[config.mk]
export PLATFORM = sky130hd
export DESIGN_NAME = shift_add_mul
export DESIGN_NICKNAME = d
export VERILOG_FILES = /design/src/rtl/shift_add_mul.sv
export SDC_FILE = /design/constraint.sdc
export NUM_CORES = 1
export LEC_CHECK = 0
export ABC_AREA = 1
export CAP_MARGIN = 40
export CORE_MARGIN = 8
export CORE_UTILIZATION = 35
export CTS_BUF_LIST = sky130_fd_sc_hd__clkbuf_4
export DETAILED_ROUTE_END_ITERATION = 10
export PLACE_DENSITY = 0.66
export SLEW_MARGIN = 20
export SYNTH_ARGS = -nofsm -noshare
export SYNTH_HDL_FRONTEND = slang
export SYNTH_SLANG_ARGS = --single-unit
[constraint.sdc]
create_clock -name clk -period 2.3 [get_ports clk]
set_clock_uncertainty 0.15 [all_clocks]
set_input_delay 0.345 -clock clk [delete_from_list [all_inputs] [get_ports clk]]
set_output_delay 0.345 -clock clk [all_outputs]
set_load 0.02 [all_outputs]
[src/rtl/shift_add_mul.sv]
// 16x16 unsigned sequential multiplier: one shift-add step per cycle, fixed 16-step latency,
// valid/ready handshake on both the operand and product sides.
module shift_add_mul (
  input  logic        clk,
  input  logic        rst,
  input  logic        in_valid,
  output logic        in_ready,
  input  logic [15:0] op_a,
  input  logic [15:0] op_b,
  output logic        out_valid,
  input  logic        out_ready,
  output logic [31:0] product,
  output logic        busy
);

  typedef enum logic [1:0] {
    IDLE,
    RUN,
    DONE
  } state_e;

  state_e      state_q, state_d;
  logic [15:0] mcand_q, mcand_d;
  logic [15:0] hi_q, hi_d;
  logic [15:0] lo_q, lo_d;
  logic [4:0]  count_q, count_d;
  logic [16:0] sum;

  // The carry of the add is kept as bit 16 and shifted into hi, so no product bit is lost.
  always_comb begin
    if (lo_q[0]) begin
      sum = {1'b0, hi_q} + {1'b0, mcand_q};
    end else begin
      sum = {1'b0, hi_q};
    end
  end

  always_comb begin
    state_d = state_q;
    mcand_d = mcand_q;
    hi_d    = hi_q;
    lo_d    = lo_q;
    count_d = count_q;
    unique case (state_q)
      IDLE: begin
        if (in_valid) begin
          mcand_d = op_a;
          lo_d    = op_b;
          hi_d    = '0;
          count_d = '0;
          state_d = RUN;
        end
      end
      RUN: begin
        hi_d    = sum[16:1];
        lo_d    = {sum[0], lo_q[15:1]};
        count_d = count_q + 5'd1;
        if (count_q == 5'd15) begin
          state_d = DONE;
        end
      end
      DONE: begin
        if (out_ready) begin
          state_d = IDLE;
        end
      end
      default: state_d = IDLE;
    endcase
  end

  always_ff @(posedge clk) begin
    if (rst) begin
      state_q <= IDLE;
      mcand_q <= '0;
      hi_q    <= '0;
      lo_q    <= '0;
      count_q <= '0;
    end else begin
      state_q <= state_d;
      mcand_q <= mcand_d;
      hi_q    <= hi_d;
      lo_q    <= lo_d;
      count_q <= count_d;
    end
  end

  assign in_ready  = (state_q == IDLE);
  assign out_valid = (state_q == DONE);
  assign busy      = (state_q != IDLE);
  assign product   = {hi_q, lo_q};

endmodule

After elaboration in Yosys (flattened, before gate mapping) --
Index checks and enable logic that the tools add are counted.
Word-level totals: memory bits (read-only) 0, input bits 36, register bits after elaboration 55, logic and storage cells 30, output and inout port bits 35, RAM bits 0, memories kept 0, latch bits 0
Operators by class: multipliers 0, div/mod/pow operators 0, shift-type cells 0, bitwise gates (word level) 0, $lt $le $gt $ge 0, add/subtract/negate cells 2, equality and inequality tests 6, muxes and demuxes 11, reduce and logical (&&, ||, !) cells 6
Operators with widths (count):
- $pmux 16 s2 | 2
- $mux 16 | 2
- $add 16x16->17 | 1
- $mux 17 | 1
- $pmux 5 s2 | 1
- $mux 2 | 3
- $pmux 2 s3 | 1
- $add 5x1->5 const B | 1
- $eq 5x4->1 const B | 1
- $mux 5 | 1
- $ne 2x2->1 const B | 2
- $reduce_and 2->1 | 2
- $reduce_bool 2->1 | 2
- $reduce_and 3->1 | 1
- $eq 2x1->1 const B | 1
- $eq 2x2->1 const B | 1
- $logic_not 2->1 | 1
- $ne 2x1->1 const B | 1

Logic depth before layout (Yosys ltp) --
depth after elaboration 3, gate-level depth with buffers 12, depth with buffers taken out 12

Least setup slack after synthesis --
OpenSTA, ideal clock, no wires.
kind reg2reg, start register hi_q[0], end register hi_q[7], path buffers 0, slack 0.337 ns, data required time 2.018 ns, data arrival time 1.680 ns, stages on the path, launching flop included 12, setup time 0.132 ns, clock period less this slack 1.963 ns, path through dfxtp_1 ha_1 fa_1 nand2_1 nand2_1 and2_1 nand2_1 nand2_1 xnor2_1 nand2_1 nand2_1 a21oi_1
Between the ends: word-level cells in the longest chain between the ends 3
Ends and longest elaborated chain:
- start: declaration | RTL line 24 | logic [15:0] hi_q, hi_d;
- start signal: assignment | RTL line 81 | hi_q <= hi_d;
- $add 16x16->17 | RTL line 32 | sum = {1'b0, hi_q} + {1'b0, mcand_q};
- $mux 17 | RTL line 31 | if (lo_q[0]) begin
- $pmux 16 s2 | RTL line 44 | unique case (state_q)
Every way passes these cells. A chain may end at the register's enable or synchronous reset.

Worst setup path after layout --
start register state_q[1], end output port out_valid
Between the ends: word-level cells in the longest chain between the ends 1
Ends and longest elaborated chain:
- start: declaration | RTL line 22 | state_e state_q, state_d;
- start signal: assignment | RTL line 79 | state_q <= state_d;
- $eq 2x2->1 | RTL line 88 | assign out_valid = (state_q == DONE);
- end: declaration | RTL line 10 | output logic out_valid,
Every way passes these cells.

==> results.sh <==
export IMPL_synth_yosys_seq_area_share_pct=34.1
export IMPL_total_leakage_power_nw=1.77
export IMPL_met2_usage_pct=25.6
export IMPL_start_kind="flip-flop"
export IMPL_h_tree_depth=2
export IMPL_die_h_um=112
export IMPL_run_status="completed"
export IMPL_relative_slew_margins_pct=63.0
export IMPL_clock_tree_buffer_depth=2
export IMPL_worst_endpoint_required_ns=1.80
export IMPL_final_period_minus_worst_setup_slack_ns=2.16
export IMPL_fmax_mhz=464
export IMPL_synth_mux_area_fraction_pct=0
export IMPL_antenna_violations_before_repair=0
export IMPL_share_of_the_core_filled_with_cells_pct=45.1
export IMPL_ys_dominant_reg_cell="dfxtp_1"
export IMPL_synth_area_leader_cell="dfxtp_1"
export IMPL_tritoncts_clock_tree="built"
export IMPL_grt_met1_usage_pct=16.4
export IMPL_route_final_wire_length_um=8980
export IMPL_ys_top_cells_by_area="dfxtp_1 (34%), nand2_1 (17%), nor2_1 (7.6%)"
export IMPL_remaining_drcs=0
export IMPL_numCtsBuffers=5
export IMPL_cp_cell_sequence="inv_1 -> nor2_1 -> clkdlybuf4s50_1"
export IMPL_count_of_pins_on_the_block_boundary=71
export IMPL_grt_pass1_wl_um=15400
export IMPL_slew_violations=0
export IMPL_gp_congestion=0.860
export IMPL_leftover_overflow_at_the_end_of_global_routing=0
export IMPL_dp_hpwl_um=6690
export IMPL_busiest_layer="met2"
export IMPL_cp_end_kind="output port"
export IMPL_wl_per_cell_um=13.3
export IMPL_globalRouteTotalUtil_pct=14.6
export IMPL_synth_compound_area_share_pct=15.7
export IMPL_synth_ff_latch_count=55
export IMPL_num_vias=3279
export IMPL_cts_sinks=55
export IMPL_area_growth_synth_to_final_pct=27.2
export IMPL_timing_critical_path_max_delay_family="buffers and inverters"
export IMPL_drt_first_iter_violations=135
export IMPL_vias_in_the_first_global_route=3289
export IMPL_synth_fp_nets=552
export IMPL_synth_enable_flop_cells=0
export IMPL_core_rowCount=35
export IMPL_die_area_mm2=0.0126
export IMPL_critical_path_reg2reg_startpoint="hi_q[0]$_SDFFE_PP0P_"
export IMPL_routed_antenna_nets=0
export IMPL_numPortBuffers=70
export IMPL_postCtsResizedCells=0
export IMPL_use_met3_pct=5.21
export IMPL_ctsHoldBuffers=0
export IMPL_synth_top_family_by_area="simple AND/OR/NAND/NOR gates"
export IMPL_die_x_um=112
export IMPL_synth_yosys_warnings=0
export IMPL_synthAdderAreaFrac_pct=7.59
export IMPL_synthesis_instances=497
export IMPL_post_synth_arst_share_pct=0
export IMPL_final_setup_viol_count=0
export IMPL_firstDrtPassIters=4
export IMPL_synth_avg_cell_area_um2=6.50
export IMPL_worst_ir_drop_vdd_mv=0.279
export IMPL_placeableCoreArea_mm2=0.00911
export IMPL_yosys_area_share_simple_pct=31.8
export IMPL_crit_path_top_delay_cell="clkdlybuf4s50_1"
export IMPL_worstPathArrival_ns=1.66
export IMPL_path_buf_inv=2
export IMPL_hold_viol=0
export IMPL_timing_final_crit_share_pct=93.8
export IMPL_timing_hold_worst_class="reg -> reg"
export IMPL_timing_critical_path_from="state_q[1]$_SDFFE_PP0P_"
export IMPL_path_class="reg -> out"
export IMPL_largest_net_degree_at_the_start_of_global_routing=34
export IMPL_start_util_pct=35.5
export IMPL_yosys_area_top_type_share_pct=34.1
export IMPL_clockRootBuffer="clkbuf_4"
export IMPL_timing_hold_worst_start="count_q[4]$_SDFFE_PP0P_"
export IMPL_worst_setup_hold_path_clk_slew_ns=0.16
export IMPL_detail_route_vias_per_cell=4.87
export IMPL_timing_critical_path_slowest_cell_delay_ns=0.65
export IMPL_synth_xor_xnor_area_share_pct=0.814
export IMPL_post_cts_repair_setup_buffers=0
export IMPL_synthDistinctLibCells=31
export IMPL_slew_worst_pin_ns=0.555
export IMPL_clk_latency_ns=0.39
export IMPL_diodes=0
export IMPL_setup_total_negative_slack_ns=0
export IMPL_timing_critical_path_fanout_max=3
export IMPL_p_per_area_mw_per_mm2=544
export IMPL_share_of_layout_cells_above_drive_strength_1_pct=4.27
export IMPL_grt_setup_unrepaired="no"
export IMPL_final_nets=616
export IMPL_max_cap_violations=0
export IMPL_syn_area_mm2=0.00323
==> cells in the mapped netlist, types with 5 or more instances <==
master,n
nand3_1,24
inv_1,52
nor2_1,65
a31oi_1,15
o21ai_0,34
nand2_1,147
a21oi_1,31
clkbuf_1,11
o211ai_1,6
buf_2,5
dfxtp_1,55
nor3_1,5
ha_1,18
==> per-stage QoR <==
| stage | hold WS, ns | power [mW] | area, um2 | setup slack [ns] | instances |
|---|---|---|---|---|---|
| final | 0.324 | 2.23 | 4110 | 0.143 | 673 |
| after global routing | 0.346 | 2.36 | 4110 | 0.0250 | 673 |
| after CTS | 0.327 | 2.26 | 4110 | 0.110 | 673 |
| after detailed placement | 0.305 | 1.69 | 4030 | 0.308 | 665 |
| after global placement | 0.297 | 1.68 | 4030 | 0.348 | 665 |
| after floorplan | 0.261 | 1.45 | 3230 | 0.337 | 497 |
==> registers in the layout (all words and copies together) (netlist names) <==
signal / cells
mcand_q: 16
count_q: 5
hi_q: 16
lo_q: 16
state_q: 2
==> worst paths after layout <==
path / slack, ns / end / cells past startpoint
worst max-delay path: 0.14 / out_valid / 3
worst min-delay path: 0.32 / count_q[4]$_SDFFE_PP0P_ / 2
worst max register to register: 0.27 / hi_q[11]$_SDFFE_PP0P_ / 11
worst min register to register: 0.32 / count_q[4]$_SDFFE_PP0P_ / 2
==> metal layers <==
layer | up-vias | routed length [um] | share of wire [%]
met5 | - | 0 | 0
met4 | 0 | 95 | 1.1
met3 | 8 | 747 | 8.3
met2 | 81 | 4270 | 48
met1 | 1471 | 3870 | 43
li1 | 1719 | - | -
==> cell usage in the layout (no fill, tap or decap) <==
master | Yosys | final
a21oi_1 | 31 | 31
a221oi_2 | 1 | 1
a31oi_1 | 15 | 15
and2_1 | 1 | 1
buf_12 | 0 | 1
buf_4 | 1 | 6
bufinv_16 | 0 | 1
clkbuf_4 | 0 | 5
clkdlybuf4s50_1 | 0 | 70
clkinv_1 | 0 | 1
dfxtp_1 | 55 | 55
fa_1 | 1 | 1
ha_1 | 18 | 18
inv_1 | 52 | 52
inv_2 | 2 | 2
inv_4 | 2 | 2
inv_6 | 0 | 1
nand2_1 | 147 | 147
nand2_4 | 1 | 1
nand3_1 | 24 | 24
nand3b_1 | 2 | 2
nand4_1 | 1 | 1
nor2_1 | 65 | 65
nor2_2 | 1 | 1
nor2_4 | 2 | 2
nor3_1 | 5 | 5
o211ai_1 | 6 | 6
o21a_1 | 1 | 1
o21ai_0 | 34 | 34
o21ai_1 | 4 | 4
or2_0 | 2 | 2
or2_2 | 1 | 1
xnor2_1 | 2 | 2
xor2_1 | 1 | 1
==> tightest hold or removal path: cells and delay by family, from the launching register on <==
kind / cells / cell delay, ns
AOI/OAI and AO/OA: 1 / 0.05
DFF: 1 / 0.34
and+or+nand+nor: 1 / 0.06
==> cells by family (layout without fill, tap and decap cells) <==
logic type / Yosys count / after routing
DFF: 55 / 55
adders and majority gates: 19 / 19
xor gates and xnor gates: 3 / 3
AOI/OAI and AO/OA: 92 / 92
buffers and inverters: 76 / 141
and+or+nand+nor: 252 / 252
==> layout make-up <==
class / instances / area (um2)
Clock buffer: 5 / 37.5
Clock inverter: 3 / 42.5
Fill cell: 981 / 5000
Inverter: 56 / 215
Multi-Input combinational cell: 366 / 1810
Sequential cell: 55 / 1100
Tap cell: 111 / 139
Timing Repair Buffer: 77 / 766
==> power breakdown <==
group          leakage [nW]  total (mW)  internal [mW]  switching [mW]
registers             0.452        1.08           1.02          0.0544
clock network        0.0432       0.566          0.230           0.336
logic                  1.27       0.590          0.255           0.335
No activity file was read; power rests on OpenSTA's default activity.
